[src/rtl/alu_wb_stage.sv]
// Execute/write-back stage behind the 8-bit ALU: derives carry/borrow, keeps the
// architectural C/Z flags and buffers register-file writes in a 2-entry FIFO.
module alu_wb_stage #(
  parameter int WIDTH = 8,
  parameter int RA_W  = 3
) (
  input  logic             clk,
  input  logic             rst_n,
  input  logic             in_valid,
  output logic             in_ready,
  input  logic [2:0]       in_opcode,
  input  logic [WIDTH-1:0] in_a,
  input  logic [WIDTH-1:0] in_b,
  input  logic [WIDTH-1:0] in_result,
  input  logic             in_we,
  input  logic [RA_W-1:0]  in_rd,
  output logic             wb_valid,
  input  logic             wb_ready,
  output logic [RA_W-1:0]  wb_rd,
  output logic [WIDTH-1:0] wb_data,
  output logic             flag_c,
  output logic             flag_z
);

  localparam logic [2:0] OP_ADD  = 3'd0;
  localparam logic [2:0] OP_ADDC = 3'd1;
  localparam logic [2:0] OP_SUB  = 3'd2;
  localparam logic [2:0] OP_SUBC = 3'd3;

  // Handshakes: a transfer happens on a rising edge where valid & ready are both
  // high; the sender holds its payload stable until then, and ready never waits on
  // the far side (in_ready ignores wb_ready).

  logic [1:0]       r_count;
  logic             r_wr_ptr;
  logic             r_rd_ptr;
  logic [RA_W-1:0]  r_slot_rd   [2];
  logic [WIDTH-1:0] r_slot_data [2];
  logic             r_flag_c;
  logic             r_flag_z;

  logic             w_accept;
  logic             w_push;
  logic             w_pop;
  logic [WIDTH:0]   w_sum;
  logic [WIDTH:0]   w_subtrahend;
  logic             w_borrow;
  logic             w_c_next;

  assign in_ready = (r_count < 2'd2) & rst_n;
  assign wb_valid = (r_count != 2'd0);
  assign wb_rd    = r_slot_rd[r_rd_ptr];
  assign wb_data  = r_slot_data[r_rd_ptr];
  assign flag_c   = r_flag_c;
  assign flag_z   = r_flag_z;

  assign w_accept = in_valid & in_ready;
  assign w_push   = w_accept & in_we;
  assign w_pop    = wb_valid & wb_ready;

  // Carry-in applies only to the chained forms; both compare/add at WIDTH+1 bits.
  assign w_sum        = {1'b0, in_a} + {1'b0, in_b}
                        + {{WIDTH{1'b0}}, (in_opcode == OP_ADDC) & r_flag_c};
  assign w_subtrahend = {1'b0, in_b}
                        + {{WIDTH{1'b0}}, (in_opcode == OP_SUBC) & r_flag_c};
  assign w_borrow     = ({1'b0, in_a} < w_subtrahend);

  always_comb begin
    w_c_next = r_flag_c;
    case (in_opcode)
      OP_ADD, OP_ADDC: w_c_next = w_sum[WIDTH];
      OP_SUB, OP_SUBC: w_c_next = w_borrow;
      default:         w_c_next = r_flag_c;
    endcase
  end

  always_ff @(posedge clk or negedge rst_n) begin
    if (!rst_n) begin
      r_flag_c <= 1'b0;
      r_flag_z <= 1'b0;
    end else if (w_accept) begin
      r_flag_c <= w_c_next;
      r_flag_z <= (in_result == '0);
    end
  end

  always_ff @(posedge clk or negedge rst_n) begin
    if (!rst_n) begin
      r_count  <= 2'd0;
      r_wr_ptr <= 1'b0;
      r_rd_ptr <= 1'b0;
      for (int i = 0; i < 2; i++) begin
        r_slot_rd[i]   <= '0;
        r_slot_data[i] <= '0;
      end
    end else begin
      if (w_push) begin
        r_slot_rd[r_wr_ptr]   <= in_rd;
        r_slot_data[r_wr_ptr] <= in_result;
        r_wr_ptr              <= ~r_wr_ptr;
      end
      if (w_pop) begin
        r_rd_ptr <= ~r_rd_ptr;
      end
      case ({w_push, w_pop})
        2'b10:   r_count <= r_count + 2'd1;
        2'b01:   r_count <= r_count - 2'd1;
        default: r_count <= r_count;
      endcase
    end
  end

endmodule

[config.mk]
export PLATFORM = sky130hd
export DESIGN_NAME = alu_wb_stage
export DESIGN_NICKNAME = d
export VERILOG_FILES = /design/src/rtl/alu_wb_stage.sv
export SDC_FILE = /design/constraint.sdc
export NUM_CORES = 1
export LEC_CHECK = 0
export BUFFER_PORTS_ARGS = -buffer_cell sky130_fd_sc_hd__buf_2
export CAP_MARGIN = 40
export CORE_AREA = 2 2 81 83
export DETAILED_ROUTE_END_ITERATION = 6
export DIE_AREA = 0 0 83 85
export PLACE_DENSITY = 0.51
export SETUP_SLACK_MARGIN = 0.05
export SYNTH_ARGS = -nofsm -noshare
export SYNTH_HDL_FRONTEND = slang
export SYNTH_SLANG_ARGS = --single-unit
[constraint.sdc]
create_clock -name clk -period 3.15 [get_ports clk]
set_clock_uncertainty 0.15 [all_clocks]
set_input_delay 0.7875 -clock clk [delete_from_list [all_inputs] [get_ports clk]]
set_output_delay 0.7875 -clock clk [all_outputs]
set_load 0.01 [all_outputs]
==> impl_metrics.tcl, run 1 <==
set metrics [dict create \
    cts.path.max_buffers 2 \
    rr_startpoint "flag_c" \
    pin_count 50 \
    p_per_area_nw_per_um2 717 \
    wirelength_mm 3.88 \
    die_y_um 85 \
    yosysTopAreaCellShare_pct 38.5 \
    p_leak_uw 0.00107 \
    initial_utilization_pct 29.4 \
    core_um2 6200 \
    htree_levels 1 \
    cp_top_family "compound AO/OA/AOI/OAI gates" \
    hpwl_mm 3.02 \
    multiInputGateArea_um2 1090 \
    ys_types 34 \
    clk_latency_ps 270 \
    cts_sinks 28 \
    cts-resized-gates 0 \
    yosys.area_share.simple_pct 11.5 \
    yosysWarnings 0 \
    synth_cells 145 \
    peakVddDrop_v 0.000369 \
    ant_nets 0 \
    drtIter0Drc 16 \
    layout-drive-gt1-share_pct 48.0 \
    drtPass1Iterations 4 \
    worstRegToRegCells 11 \
    min_period_ps 2860 \
    avgSynthCellArea_um2 12.6 \
    die_w_um 83 \
    cp.depth 13 \
    register_area_um2 701 \
    synth.area.top_cells "dfrtp_1 (38%), mux2_4 (16%), ha_1 (13%), mux2_2 (8.0%), xor2_1 (3.4%)" \
    synthesis.area_um2 1820 \
    die-area_um2 7060 \
    worst_slew_pin_slew_ps 554 \
    whs_ps 331 \
    fmax_mhz 350 \
    fin_crit_sh_pct 90.7 \
    post_cts_buffers 0 \
    status "finished, final reports clean" \
    routed_via_density 4.64 \
    rsz0062_at_grt "no" \
    path_class "in -> reg" \
    crit_chain "buf_2 > and3b_1 > and2_1 > ha_1 > ha_2 > nand3_1 > xor2_1 > ha_1 > a2111oi_1 > nand2_1 > a21oi_1 > a311oi_1 > a211oi_1" \
    grt_usage_pct 11.4 \
    route.detailed.drc 0 \
    fin_util_pct 35.3 \
    clk_pin_slew_ps 100 \
    postCtsHoldBufs 0 \
    grt_max_degree 29 \
    route.vias.total 1268 \
    cts-buffers-inserted 3 \
    crit_path_end_kind "register" \
    port_buffers 49 \
    tritoncts "yes" \
    rrSetupSlack_ps 530 \
    grt_pass1_vias 1352 \
    place.gp.congestion 0.723 \
    fp-row-count 29 \
    final-setup-viol-count 0 \
    slew-limit-headroom_pct 63.1 \
    worst-path-max-fanout 4 \
    synth_top_family_by_area "multiplexers" \
    synth_ff_type "dfrtp_1" \
    synth_edf_count 0 \
    max_stage_delay_ps 360 \
    synth_xor_area_share_pct 5.29 \
    critical_path_arrival_ps 2890 \
    min_path_type "reg -> reg" \
    crit_path_end "flag_c" \
    diodes 0 \
    drv_slew 0 \
    clk_root_buffer_cell "clkbuf_8" \
    ys_seq_elements 28 \
    ys_async_sr_fraction_pct 100 \
    synth_compound_area_share_pct 5.22 \
    startpoint_type "input port" \
    grt-ovfl-total 0 \
    slowest_stage "a2111oi_1" \
    synth_nets 199 \
    final_nets 252 \
    startpoint "in_opcode[2]" \
    cp.required_ps 3190 \
    grt_first_pass_wirelength_mm 6.64 \
    hold_violations 0 \
    synth_mux_area_share_pct 24.5 \
    r2r_end "flag_c" \
    wire_per_inst_um 14.2 \
    area_delta_synth_final_pct 20.3 \
    power.total_uw 1570 \
    worst_path_most_repeated_cell "ha_1" \
    yosys.area.top_type "dfrtp_1" \
    fillCellCount 611 \
    synth_seq_area_share_pct 38.5 \
    maxCapViolCount 0 \
    antenna_found_initial 0 \
    yosys.area_share.adder_pct 13.0 \
    critical_path_buf_inv_count 1 \
]
[flip-flops by register name (all words and copies together) (netlist names)]
register     cells
flag_z           1
r_count          2
r_rd_ptr         1
r_slot_data     16
r_slot_rd        6
r_wr_ptr         1
flag_c           1
[worst reg2reg max path: cells and delay by family, from the launching register on]
kind                       cells  cell delay (ps)
xor gates and xnor gates       1              160
DFF                            1              410
and+or+nand+nor                4              550
adders and majority gates      2              490
AOI/OAI and AO/OA              4              770
[metrics by stage]
step | instances | area [um^2] | setup slack [ps] | setup TNS, ps
6_report | 273 | 2190 | 293 | 0
5_1_grt | 273 | 2190 | 80.4 | 0
4_1_cts | 273 | 2190 | 246 | 0
3_5_place_dp | 270 | 2150 | -40.3 | -40.3
3_3_place_gp | 270 | 2150 | 20.7 | 0
2_1_floorplan | 145 | 1820 | 281 | 0
[cells in the mapped netlist (all sizes together), types with 3 or more instances]
cell / instances
ha: 19
xnor2: 4
nand3: 8
nor2: 5
a211oi: 3
nand2: 7
o21ai: 3
buf: 3
xor2: 7
dfrtp: 28
and2: 3
mux2: 33
and3: 3
a21oi: 5
[power by group]
part	switching [uW]	total [uW]	internal, uW	leakage, uW
Combinational	264	713	449	0.000711
Sequential	134	665	531	0.000340
Clock	108	194	85.8	0.0000216
[how the worst min path moves through the flow]
stage	to	slack (ps)	startpoint	cells past startpoint
finish	flag_z	330	flag_z	2
global route	r_slot_rd[4]	380	r_slot_rd[4]	1
CTS	flag_z	340	flag_z	2
detailed placement	flag_z	320	flag_z	2
global placement	flag_z	310	flag_z	2
floorplan	r_slot_rd[0]	320	r_slot_rd[0]	1
[cells by family after synthesis]
family,after synthesis
buf+inv,4
simple gates,35
xor+xnor,11
flops,28
mux,33
compound gates,15
fa+ha+maj,19
[final cells by class]
class	count	area share (%)
Clock buffer	3	1.88
Tap cell	77	4.39
Sequential cell	28	32.0
Inverter	1	0.171
Timing Repair Buffer	51	11.9
Multi-Input combinational cell	113	49.7
[metal layers]
layer	track usage (%)	wire, um
met5	0	0
met4	2.68	18
met3	2.72	200
met2	17.9	1760
met1	15.9	1900
[layout by cell type (no fill, tap or decap), types with 2 or more instances in the layout]
| cell type | netlist | routed |
|---|---|---|
| buf_4 | 0 | 2 |
| a21oi_1 | 5 | 5 |
| xnor2_1 | 4 | 4 |
| nor4_1 | 2 | 2 |
| nor2_1 | 4 | 4 |
| xor2_1 | 7 | 7 |
| mux2_2 | 13 | 13 |
| o21ai_0 | 3 | 3 |
| nand3_1 | 7 | 7 |
| and3_1 | 3 | 3 |
| and2_1 | 2 | 2 |
| clkbuf_8 | 0 | 3 |
| a211oi_1 | 3 | 3 |
| dfrtp_1 | 28 | 28 |
| mux2_4 | 20 | 20 |
| buf_2 | 1 | 49 |
| ha_1 | 19 | 18 |
| nand2_1 | 6 | 6 |
Power figures use the tool's default switching activity.
==> inputs of run 2 (changes only) <==
==> constraint.sdc (replaced) <==
create_clock -name clk -period 3 [get_ports clk]
set_clock_uncertainty 0.15 [all_clocks]
set_input_delay 0.75 -clock clk [delete_from_list [all_inputs] [get_ports clk]]
set_output_delay 0.75 -clock clk [all_outputs]
set_load 0.01 [all_outputs]
==> run 2 against run 1 <==
Net effect: hold slack gained 3.4 ps; wire length grew 2.4%; combinational power grew 7.0%; clock power rose by 21%; global-route usage grew 0.33 points; cell area increased by 3.5%; first-iteration DRC count did not move; sequential share of layout area fell by 1.1 points; critical endpoint unchanged; setup slack got worse by 110 ps; sequential cell count did not move; sequential power increased by 5.3%; largest power group unchanged.
==> impl_metrics.tcl, run 2 (same netlist as run 1, synthesis figures left out) <==
set metrics [dict create \
    p_int_uw 1150 \
    p_leak_uw 0.00109 \
    routed_via_density 4.64 \
    wire_per_inst_um 14.3 \
    fmax_mhz 355 \
    diodes 0 \
    layout-drive-gt1-share_pct 52.0 \
    slew-limit-headroom_pct 61.4 \
    largest_reg_flops 16 \
    reg_top3 "r_slot_data (16), r_slot_rd (6), r_count (2)" \
    postCtsHoldBufs 0 \
    slowest_stage "a2111oi_4" \
    drv_slew 0 \
    die-area_um2 7060 \
    critical_path_arrival_ps 2840 \
    dp_slack_ps -190 \
    startpoint_type "input port" \
    min_path_type "reg -> reg" \
    route.vias.total 1284 \
    wirelength_mm 3.97 \
    final-setup-viol-count 0 \
    port_buffers 49 \
    register_area_um2 701 \
    worst-path-max-fanout 4 \
    path_class "in -> reg" \
    grt-ovfl-total 0 \
    maxCapViolCount 0 \
    route.detailed.drc 0 \
    drtPass1Iterations 3 \
    core_um2 6200 \
    die_w_um 83 \
    seqPwrFrac_pct 41.2 \
    rrSetupSlack_ps 420 \
    layout_setup_ws_ps 185 \
    multiInputGateArea_um2 1130 \
    whs_ps 334 \
    cts_sinks 28 \
    die_y_um 85 \
    initial_utilization_pct 29.4 \
    cts-buffers-inserted 3 \
    htree_levels 1 \
    antenna_found_initial 0 \
    status "finished, final reports clean" \
    max_stage_delay_ps 340 \
    min_period_ps 2810 \
    tritoncts "yes" \
    p_per_area_nw_per_um2 749 \
    worst_path_most_repeated_cell "ha_2" \
    clk_latency_ps 270 \
    final_common_cell "buf_2" \
    dpl_cell_area_um2 2160 \
    hold_violations 0 \
    rr_startpoint "flag_c" \
    stdcell_area_um2 2270 \
    crit_chain "buf_2 > and3b_1 > and2_4 > ha_2 > ha_4 > nand3_1 > xor2_1 > ha_2 > a2111oi_4 > nand2_1 > a21oi_1 > a311oi_1 > a211oi_1" \
    hpwl_mm 3.05 \
    fin_crit_sh_pct 93.8 \
    regMostFlops "r_slot_data" \
    grt_max_degree 29 \
    grt_usage_pct 11.7 \
    fillCellCount 629 \
    crit_path_end_kind "register" \
    clk_pin_slew_ps 90 \
    worstRegToRegCells 12 \
    comb_power_share_pct 44.9 \
    r2r_end "flag_c" \
    grt_pass1_vias 1381 \
    rsz0062_at_grt "no" \
    p_switching_uw 544 \
    whs_endpoint "flag_z" \
    drtIter0Drc 16 \
    fp-row-count 29 \
    switching_share_pct 32.1 \
    hold_depth 2 \
    mostFrequentLayoutCells "buf_2 (49), dfrtp_1 (28), mux2_4 (20), ha_1 (14), mux2_2 (13)" \
    pin_count 50 \
    clk_root_buffer_cell "clkbuf_8" \
    peakVddDrop_v 0.000413 \
    worst_slew_pin_slew_ps 579 \
    hold_start "flag_z" \
    place.gp.congestion 0.777 \
    ant_nets 0 \
    grt_first_pass_wirelength_mm 6.81 \
    p_clk_share_pct 13.8 \
    final_nets 255 \
    area_delta_synth_final_pct 24.5 \
    fin_util_pct 36.6 \
    cp.required_ps 3030 \
    cts.path.max_buffers 2 \
]
-- run 2: cell count changes in the layout (fill, tap and decap cells not counted) --
cell	previous run	this run
and2_4	1	2
buf_4	2	5
ha_4	0	1
a2111oi_1	1	0
clkbuf_8	3	4
a2111oi_4	0	1
and2_1	2	1
ha_1	18	14
ha_2	1	4
-- run 2: area by class of cell --
cell class                      instances  area share [%]
Inverter                                1           0.165
Multi-Input combinational cell        113            49.8
Tap cell                               77            4.25
Clock buffer                            4            2.43
Timing Repair Buffer                   54            12.5
Sequential cell                        28            30.9
-- run 2: worst max path at each step --
stage                  from      to  slack [ps]  depth (start not counted)
2_1_floorplan  in_opcode[2]  flag_c         170                         12
3_3_place_gp   in_opcode[2]  flag_c        -100                         13
3_5_place_dp   in_opcode[2]  flag_c        -190                         13
4_1_cts        in_opcode[2]  flag_c         110                         13
5_1_grt        in_opcode[2]  flag_c          40                         12
6_report       in_opcode[2]  flag_c         190                         13
-- run 2: layer usage --
layer	part of all wire [%]	track usage [%]	vias to the layer above
met4	0.58	2.68	0
met3	2.8	1.56	2
met2	46	18.8	27
met1	51	16.9	610
li1	-	-	645
met5	0	0	-
-- run 2: power groups by stage --
| stage | Combinational (uW) | Clock, uW | Sequential [uW] |
|---|---|---|---|
| CTS | 767 | 245 | 702 |
| detailed placement | 762 | 0 | 707 |
| floorplan | 573 | 0 | 649 |
| global route | 835 | 258 | 725 |
| global placement | 759 | 0 | 702 |
| finish | 763 | 235 | 700 |
-- run 2: metrics by stage --
step / cells / power [uW] / setup TNS [ps]
6_report: 277 / 1700 / 0
5_1_grt: 277 / 1820 / 0
4_1_cts: 276 / 1710 / 0
3_5_place_dp: 272 / 1470 / -190
3_3_place_gp: 272 / 1460 / -95.5
2_1_floorplan: 145 / 1220 / 0
-- run 2: repair_timing --
action                     in CTS  in global routing
resized for setup               0                 10
buffers inserted                0                  1
hold endpoints to repair        0                  0
setup endpoints to repair       0                  1
-- run 2: worst max-delay path: cells and delay by family --
| family | cells | cell delay, ps |
|---|---|---|
| buffers and inverters | 1 | 100 |
| and+or+nand+nor | 4 | 550 |
| adders and majority gates | 3 | 530 |
| AOI/OAI and AO/OA | 4 | 760 |
| xor gates and xnor gates | 1 | 150 |
==> inputs of run 3 (changes only) <==
--- a/config.mk
+++ b/config.mk
@@ -5,9 +5,10 @@
 export SDC_FILE = /design/constraint.sdc
 export NUM_CORES = 1
 export LEC_CHECK = 0
-export BUFFER_PORTS_ARGS = -buffer_cell sky130_fd_sc_hd__buf_2
+export BUFFER_PORTS_ARGS = -buffer_cell sky130_fd_sc_hd__buf_4
 export CAP_MARGIN = 40
 export CORE_AREA = 2 2 81 83
+export CTS_BUF_LIST = sky130_fd_sc_hd__clkbuf_4 sky130_fd_sc_hd__clkbuf_8
 export DETAILED_ROUTE_END_ITERATION = 6
 export DIE_AREA = 0 0 83 85
 export PLACE_DENSITY = 0.51
==> run 3 against run 2 <==
Net effect: cell area grew 4.9%; largest cell class unchanged; core utilization grew 1.8 points; setup slack gained 30 ps; via count is 1.2% higher; combinational power increased by 9.8%; wire length down 0.58%; critical path type unchanged; final cell count stayed put; first-iteration DRC count is 110% higher; critical endpoint unchanged; sequential cell count unchanged; die area unchanged; sequential share of layout area decreased by 1.4 points; clock-buffer cell count decreased by 1.
==> impl_metrics.tcl, run 3 (same netlist as run 1, synthesis figures left out) <==
set metrics [dict create \
    hold_violations 0 \
    clk_pin_slew_ps 110 \
    htree_levels 1 \
    grt_pass1_vias 1365 \
    layout-drive-gt1-share_pct 49.5 \
    wirelength_mm 3.95 \
    r2r_end "flag_c" \
    whs_ps 333 \
    min_period_ps 2780 \
    setup_tns_ps 0 \
    rsz0062_at_grt "no" \
    worst-path-max-fanout 4 \
    placed_cells 273 \
    startpoint_type "input port" \
    slowest_stage "a2111oi_1" \
    drtPass1Iterations 4 \
    worst_slew_pin_slew_ps 597 \
    status "finished, final reports clean" \
    die_w_um 83 \
    die_y_um 85 \
    clk_latency_ps 270 \
    pin_count 50 \
    slew-limit-headroom_pct 60.2 \
    fmax_mhz 359 \
    grt_max_degree 30 \
    critical_path_arrival_ps 2820 \
    crit_chain "buf_4 > and3b_1 > and2_1 > ha_1 > ha_4 > nand3_1 > xor2_1 > ha_1 > a2111oi_1 > nand2_1 > a21oi_1 > a311oi_1 > a211oi_1" \
    port_buffers 49 \
    worst_path_most_repeated_cell "ha_1" \
    max_stage_delay_ps 360 \
    route.detailed.drc 0 \
    rr_startpoint "flag_c" \
    mostFrequentLayoutCells "buf_4 (54), dfrtp_1 (28), mux2_4 (20), ha_1 (17), mux2_2 (13)" \
    crit_path_end "flag_c" \
    reg_top3 "r_slot_data (16), r_slot_rd (6), r_count (2)" \
    rrSetupSlack_ps 450 \
    fp-row-count 29 \
    power.total_uw 1840 \
    fin_cells 277 \
    p_per_area_nw_per_um2 774 \
    ant_nets 0 \
    hpwl_mm 3.03 \
    startpoint "in_opcode[2]" \
    p_leak_uw 0.00114 \
    antenna_found_initial 0 \
    initial_utilization_pct 29.4 \
    min_path_type "in -> async" \
    grt_usage_pct 11.6 \
    route.vias.total 1300 \
    cts-buffers-inserted 3 \
    routed_via_density 4.69 \
    grt-ovfl-total 0 \
    wire_per_inst_um 14.2 \
    grt_first_pass_wirelength_mm 6.66 \
    cts.path.max_buffers 2 \
    final-setup-viol-count 0 \
    peakVddDrop_v 0.000426 \
    final_common_cell "buf_4" \
    core_um2 6200 \
    drv_slew 0 \
    place.gp.congestion 0.761 \
    drtIter0Drc 33 \
    fin_crit_sh_pct 92.8 \
    maxCapViolCount 0 \
    cts_sinks 28 \
    cp.required_ps 3040 \
    crit_path_end_kind "register" \
    diodes 0 \
    largest_reg_flops 16 \
    regMostFlops "r_slot_data" \
    area_delta_synth_final_pct 30.6 \
    path_class "in -> reg" \
    worstRegToRegCells 12 \
    final_nets 255 \
    die-area_um2 7060 \
    tritoncts "yes" \
    clk_root_buffer_cell "clkbuf_8" \
]
-- run 3: critical path: cells and delay by family --
kind | cells | cell delay (ps)
xor+xnor | 1 | 150
fa+ha+maj | 3 | 540
compound gates | 4 | 750
buf+inv | 1 | 110
simple gates | 4 | 530
-- run 3: per-layer routing --
layer	vias up	wire length, um	global-route usage (%)
met5	-	0	0
met2	36	1760	18.3
met1	622	1960	16.3
met3	4	196	2.33
met4	0	27	2.68
li1	638	-	-
-- run 3: worst min-delay path by stage --
stage,start,endpoint,slack (ps),depth (start not counted)
after floorplan,rst_n,flag_c,300,0
after global placement,flag_z,flag_z,320,2
after global routing,rst_n,r_slot_rd[4],370,2
after CTS,flag_z,flag_z,350,2
final,rst_n,r_slot_rd[4],330,2
after detailed placement,flag_z,flag_z,330,2
-- run 3: power by group --
group          switching (uW)  internal, uW  leakage (uW)  total (uW)
logic                     284           554      0.000765         838
registers                 145           557      0.000340         702
clock network             124           179     0.0000357         303
total                     553          1290       0.00114        1840
-- run 3: metrics by stage --
stage          instance area, um^2  utilization, %  worst slack, ps
2_1_floorplan                 1820               -              168
3_3_place_gp                  2290            36.9            -94.5
3_5_place_dp                  2290            36.9             -126
4_1_cts                       2360            38.1              153
5_1_grt                       2380            38.4             60.0
6_report                      2380            38.4              216
-- run 3: what timing repair did --
| item | 4_1_cts | 5_1_grt |
|---|---|---|
| endpoints found under the hold margin | 0 | 0 |
| setup buffers | 0 | 0 |
| endpoints found under the setup margin | 0 | 1 |
| hold buffers | 0 | 0 |
| resized for setup | 0 | 4 |
-- run 3: final cells by class --
type / instances / area, um^2
multi-input combinational: 113 / 1100
tap: 77 / 96.3
sequential: 28 / 701
timing repair buffer: 54 / 405
clock buffer: 3 / 41.3
inverter: 1 / 3.75
clock inverter: 1 / 30.0
fill: 621 / 3820
